`src/rtl/mips_io_pkg.sv`:
```
// Shared types and constants for the MIPS I/O port: IRQ state encoding and error bit indices.
package mips_io_pkg;

    localparam int DEF_DATA_W = 16;

    typedef enum logic [1:0] {
        IDLE = 2'd0,
        PEND = 2'd1,
        GAP  = 2'd2
    } irq_state_t;

    localparam int ERR_RD_EMPTY = 0;
    localparam int ERR_WR_BUSY  = 1;

endpackage

```
`src/rtl/mips_io_fifo.sv`:
```
// Receive FIFO: DEPTH x DATA_W circular buffer with a zero-when-empty head output.
// Latency: pushed word is visible on head_dat right after the push edge.
// Backpressure: full blocks push; pop while empty is ignored.
module mips_io_fifo
    import mips_io_pkg::*;
#(
    parameter int DATA_W = DEF_DATA_W,
    parameter int DEPTH  = 4
) (
    input  logic              clk,
    input  logic              reset,
    input  logic              push,
    input  logic [DATA_W-1:0] wr_dat,
    input  logic              pop,
    output logic [DATA_W-1:0] head_dat,
    output logic              full,
    output logic              empty
);

    localparam int PTR_W = $clog2(DEPTH);

    logic [DATA_W-1:0] mem_q [DEPTH];
    logic [DATA_W-1:0] mem_d [DEPTH];
    logic [PTR_W-1:0]  wr_ptr_q, wr_ptr_d;
    logic [PTR_W-1:0]  rd_ptr_q, rd_ptr_d;
    logic [PTR_W:0]    count_q, count_d;
    logic              do_push;
    logic              do_pop;

    assign full     = (count_q == (PTR_W+1)'(DEPTH));
    assign empty    = (count_q == '0);
    assign do_push  = push && !full;
    assign do_pop   = pop && !empty;
    assign head_dat = empty ? '0 : mem_q[rd_ptr_q];

    // DEPTH is a power of two, so pointer overflow is the modulo wrap.
    always_comb begin
        mem_d    = mem_q;
        wr_ptr_d = wr_ptr_q;
        rd_ptr_d = rd_ptr_q;
        count_d  = count_q;
        if (do_push) begin
            mem_d[wr_ptr_q] = wr_dat;
            wr_ptr_d        = wr_ptr_q + PTR_W'(1);
        end
        if (do_pop) begin
            rd_ptr_d = rd_ptr_q + PTR_W'(1);
        end
        case ({do_push, do_pop})
            2'b10:   count_d = count_q + (PTR_W+1)'(1);
            2'b01:   count_d = count_q - (PTR_W+1)'(1);
            default: count_d = count_q;
        endcase
    end

    always_ff @(posedge clk) begin
        if (reset) begin
            wr_ptr_q <= '0;
            rd_ptr_q <= '0;
            count_q  <= '0;
        end else begin
            wr_ptr_q <= wr_ptr_d;
            rd_ptr_q <= rd_ptr_d;
            count_q  <= count_d;
        end
    end

    // Storage needs no reset: a zero count hides stale entries.
    always_ff @(posedge clk) begin
        mem_q <= mem_d;
    end

endmodule

```
`src/rtl/mips_io_port.sv`:
```
// Processor-side I/O port: RX FIFO with interrupt FSM, single-word TX holding register, sticky errors.
// Latency: RX word on data_in one edge after push, interrupt one edge later; TX valid one edge after strobe.
// Backpressure: ext_in_ready drops when the FIFO is full; a strobe while the TX register is busy is dropped.
module mips_io_port
    import mips_io_pkg::*;
#(
    parameter int DATA_W   = DEF_DATA_W,
    parameter int RX_DEPTH = 4
) (
    input  logic              clk,
    input  logic              reset,
    input  logic [DATA_W-1:0] ext_in_data,
    input  logic              ext_in_valid,
    output logic              ext_in_ready,
    output logic [DATA_W-1:0] data_in,
    output logic              interrupt,
    input  logic              cpu_rd_ack,
    input  logic [DATA_W-1:0] data_out,
    input  logic              cpu_wr_stb,
    output logic              tx_busy,
    output logic [DATA_W-1:0] ext_out_data,
    output logic              ext_out_valid,
    input  logic              ext_out_ready,
    output logic [1:0]        err_flags
);

    irq_state_t        state_q, state_d;
    logic [DATA_W-1:0] tx_reg_q, tx_reg_d;
    logic              tx_busy_q, tx_busy_d;
    logic [1:0]        err_q, err_d;
    logic              rx_full;
    logic              rx_empty;
    logic              rx_pop;

    // A pop is only honoured while the interrupt is up; PEND implies a non-empty FIFO.
    assign rx_pop = cpu_rd_ack && (state_q == PEND);

    mips_io_fifo #(
        .DATA_W (DATA_W),
        .DEPTH  (RX_DEPTH)
    ) u_rx_fifo (
        .clk      (clk),
        .reset    (reset),
        .push     (ext_in_valid),
        .wr_dat   (ext_in_data),
        .pop      (rx_pop),
        .head_dat (data_in),
        .full     (rx_full),
        .empty    (rx_empty)
    );

    always_comb begin
        state_d   = state_q;
        tx_reg_d  = tx_reg_q;
        tx_busy_d = tx_busy_q;
        err_d     = err_q;

        case (state_q)
            IDLE:    if (!rx_empty) state_d = PEND;
            PEND:    if (cpu_rd_ack) state_d = GAP;
            GAP:     state_d = IDLE;
            default: state_d = IDLE;
        endcase

        if (cpu_rd_ack && (state_q != PEND)) begin
            err_d[ERR_RD_EMPTY] = 1'b1;
        end

        // Busy is judged on the pre-edge value, so a strobe coinciding with the handshake is rejected.
        if (tx_busy_q) begin
            if (cpu_wr_stb) err_d[ERR_WR_BUSY] = 1'b1;
            if (ext_out_ready) tx_busy_d = 1'b0;
        end else if (cpu_wr_stb) begin
            tx_reg_d  = data_out;
            tx_busy_d = 1'b1;
        end
    end

    always_ff @(posedge clk) begin
        if (reset) begin
            state_q   <= IDLE;
            tx_reg_q  <= '0;
            tx_busy_q <= 1'b0;
            err_q     <= '0;
        end else begin
            state_q   <= state_d;
            tx_reg_q  <= tx_reg_d;
            tx_busy_q <= tx_busy_d;
            err_q     <= err_d;
        end
    end

    assign ext_in_ready  = !rx_full;
    assign interrupt     = (state_q == PEND);
    assign tx_busy       = tx_busy_q;
    assign ext_out_valid = tx_busy_q;
    assign ext_out_data  = tx_reg_q;
    assign err_flags     = err_q;

endmodule

```
`config.mk`:
```
export PLATFORM = sky130hd
export DESIGN_NAME = mips_io_port
export DESIGN_NICKNAME = d
export VERILOG_FILES = /design/src/rtl/mips_io_pkg.sv /design/src/rtl/mips_io_fifo.sv /design/src/rtl/mips_io_port.sv
export SDC_FILE = /design/constraint.sdc
export NUM_CORES = 1
export LEC_CHECK = 0
export ABC_AREA = 1
export CORE_AREA = 8 8 115 117
export CTS_CLUSTER_SIZE = 20
export DETAILED_ROUTE_END_ITERATION = 10
export DIE_AREA = 0 0 123 125
export MAX_ROUTING_LAYER = met4
export PLACE_DENSITY = 0.67
export SLEW_MARGIN = 20
export SYNTH_ARGS = -nofsm -noshare
export SYNTH_HDL_FRONTEND = slang
export SYNTH_HIERARCHICAL = 1
export SYNTH_SLANG_ARGS = --single-unit
export TNS_END_PERCENT = 5
```
`constraint.sdc`:
```
create_clock -name clk -period 2 [get_ports clk]
set_input_delay 0.4 -clock clk [delete_from_list [all_inputs] [get_ports clk]]
set_output_delay 0.4 -clock clk [all_outputs]
set_load 0.005 [all_outputs]
```
==> results.toml <==
[synth]
synth_ff_type = "edfxtp_1"
ys_warn_count = 6
synth_area_leaders = "edfxtp_1 (49%), dfxtp_1 (14%), nor2_1 (9.1%)"
yosysMostFrequentCell = "nor2_1"
syn_nets = 411
synth_top_area_cell = "edfxtp_1"
yosysSeqAreaShare_pct = 63.9
syn_area_per_cell_um2 = 10.6
synth_top_cell_area_share_pct = 49.4
synthArstFlopShare_pct = 0
netlist_top_cells_count = "nor2_1 (94), edfxtp_1 (64), nand2_1 (34), o21ai_1 (30), dfxtp_1 (28)"
synth_area_um2 = 3890
synth_cell_types = 27
synth_edf_count = 64
ys_ff_latch = 92
synth_cells = 367

[worst_setup_path]
crit_chain = "buf_12 > buf_12 > nor2_1 > nor2_1 > o21ai_1 > a21oi_1 > clkdlybuf4s15_1"
end_kind = "primary output"
slowest_stage = "dfxtp_4"
path_buf_inv = 3
worstReg2RegStart = "u_rx_fifo/count_q[1]"
max_stage_delay_ns = 0.38
reg2reg_to = "u_rx_fifo/count_q[2]"
start_kind = "flip-flop"
worstPathRequired_ns = 1.60
crit_fanout = 12
r2r_slack_ns = 0.14
crit_family = "buffers and inverters"
crit_type = "reg2out"
cp.arrival_ns = 1.54
r2r_cells = 14

[cts]
htreeDepth = 3
tritoncts = "built"
cts_sinks = 92
post_cts_buffers = 0
cts-buffers-inserted = 9
clk_path_buf_depth = 2
clk_pin_slew_ns = 0.07
root_buffer = "clkbuf_16"
clkLatencyLatePin_ns = 0.34

[sta]
max-slew-margin-rel_pct = 76.2
tightest_slew_ns = 0.356
min_period_ns = 1.94
setup_violations = 0
finalHoldViolations = 0
slew_viol_final = 0
fin_crit_sh_pct = 96.9
rsz0062_at_grt = "yes"
final.setup_skew_ns = 0.00521
fmax_mhz = 516

[place]
io_buffers = 75
dp.cells = 593
place_hpwl_um = 5900
place_congestion = 0.778

[die]
die_y_um = 125
num_rows = 40
ioPinCount = 76
initial_utilization_pct = 33.5
core_um2 = 11600
die_w_um = 123
die-area_um2 = 15400

[layout]
nNetsFinal = 502
area_growth_pct = 33.8
final_util_pct = 44.8
fin_cells = 610
multi_input_area_um2 = 1130
antenna_cells = 0
fillers = 1084
drive_above_1_share_pct = 17.1
layout.area.seq_um2 = 2490

[job]
maxCapViolations = 0

[global_route]
overflow = 0
grt_max_degree = 18
grt_pass1_wl_um = 14200
grt_pass1_vias = 2946
grt_usage_pct = 12.1
antenna_found_initial = 0

[routing]
wl_met1_um = 3960
via_per_inst = 4.50
first_pass_iters = 6
wl_met3_um = 709
wl_per_cell_um = 14.3
dr_total_vias = 2748
dr.first_iter.drc_count = 137
drc = 0
routed_wl_um = 8710
routed-wl-met2_um = 3950
maxUsedRoutingLayer = "met4"
ant_nets = 0

[worst_hold_path]
min_from = "err_flags[0]"
min_to = "err_flags[0]"
hp-class = "reg2reg"
whs_path_depth = 2

[power_and_ir_drop]
internal-power_w = 0.00352
p_seq_share_pct = 46.7
peakVddDrop_mv = 0.415
power-per-cell-area_nw_per_um2 = 906
p_sw_share_pct = 25.3
p_leak_nw = 2.00
power_switching_w = 0.00119
clockPowerShare_pct = 36.8
p_comb_share_pct = 16.5

[outcome]
status = "finished clean"
state kept, by name, summed over array words and instances, names as in the netlist:
signal and flops:
err_flags 2, ext_out_data 16, ext_out_valid 1, state_q 2, u_rx_fifo/count_q 3, u_rx_fifo/mem_q 64, u_rx_fifo/rd_ptr_q 2, u_rx_fifo/wr_ptr_q 2
worst max-delay path by stage:
stage / slack, ns / cells after the start / end / startpoint
2_1_floorplan: 0.27 / 13 / u_rx_fifo/count_q[2] / cpu_rd_ack
3_3_place_gp: -0.23 / 14 / u_rx_fifo/count_q[2] / cpu_rd_ack
3_5_place_dp: -0.31 / 14 / u_rx_fifo/count_q[2] / cpu_rd_ack
4_1_cts: -0.06 / 6 / data_in[3] / u_rx_fifo/rd_ptr_q[0]
5_1_grt: -0.06 / 7 / data_in[10] / u_rx_fifo/rd_ptr_q[0]
6_report: 0.06 / 7 / data_in[10] / u_rx_fifo/rd_ptr_q[0]
per-layer routing:
layer  GRT usage, %  up-vias
li1               -     1404
met1           14.1     1261
met2           18.3       76
met3           5.54        7
met4           3.61        0
met5              -        -
layout by cell type, fill, tap and decap left out, types with 13 or more instances in the layout:
cell type / n
a21oi_1: 24
nand3b_1: 16
dfxtp_1: 26
nand2_1: 33
buf_4: 13
edfxtp_1: 64
nor2_1: 91
inv_1: 20
o21ai_1: 30
clkdlybuf4s50_1: 59
nor2_2: 15
worst register-to-register path, cell delays in order (launching register included):
cell and delay (ns):
dfxtp_1 0.36, nor2_1 0.07, nand2_1 0.12, buf_4 0.15
nand2_2 0.05, inv_2 0.05, ha_2 0.17, inv_1 0.06
fa_1 0.38, inv_1 0.07, nand2_1 0.04, nand3_1 0.07
nand2_1 0.06, nand2_1 0.07, nor2_2 0.04
per-stage QoR:
| step | instance area, µm² | power (W) | worst slack [ns] | setup TNS (ns) | hold WS, ns |
|---|---|---|---|---|---|
| finish | 5200 | 0.00471 | 0.0613 | 0 | 0.465 |
| global route | 5200 | 0.00494 | -0.0628 | -0.212 | 0.480 |
| CTS | 5230 | 0.00478 | -0.0561 | -0.112 | 0.468 |
| detailed placement | 4890 | 0.00306 | -0.307 | -0.457 | 0.446 |
| global placement | 4890 | 0.00304 | -0.229 | -0.307 | 0.436 |
| floorplan | 3890 | 0.00262 | 0.274 | 0 | 0.421 |
repair_timing:
| action | in CTS | in global routing |
|---|---|---|
| hold endpoints to repair | 0 | 0 |
| pin swaps | 0 | 5 |
| cloned | 1 | 0 |
| hold buffers | 0 | 0 |
| setup endpoints to repair | 16 | 16 |
| gates resized for setup | 30 | 30 |
power groups by stage:
| stage | Sequential [W] | Clock (W) | Combinational, W |
|---|---|---|---|
| floorplan | 0.00224 | 0 | 0.000382 |
| global placement | 0.00224 | 0 | 0.000805 |
| global route | 0.00221 | 0.00186 | 0.000864 |
| detailed placement | 0.00224 | 0 | 0.000817 |
| finish | 0.00220 | 0.00173 | 0.000775 |
| CTS | 0.00220 | 0.00178 | 0.000797 |
logic make-up (layout without fill, tap and decap cells):
logic type	after synthesis	after routing	share of synthesized area (%)
flops	92	92	63.9
buf+inv	44	140	7.40
fa+ha+maj	6	6	2.12
compound gates	59	59	7.60
simple gates	166	166	19.0
area by class of cell:
cell class,count,share of cell area (%)
Clock buffer,9,4.33
Clock inverter,7,1.54
Inverter,27,2.29
Multi-Input combinational cell,231,21.8
Sequential cell,92,47.8
Tap cell,147,3.54
Timing Repair Buffer,97,18.7
Note: power is estimated with default switching activity, not from simulation.
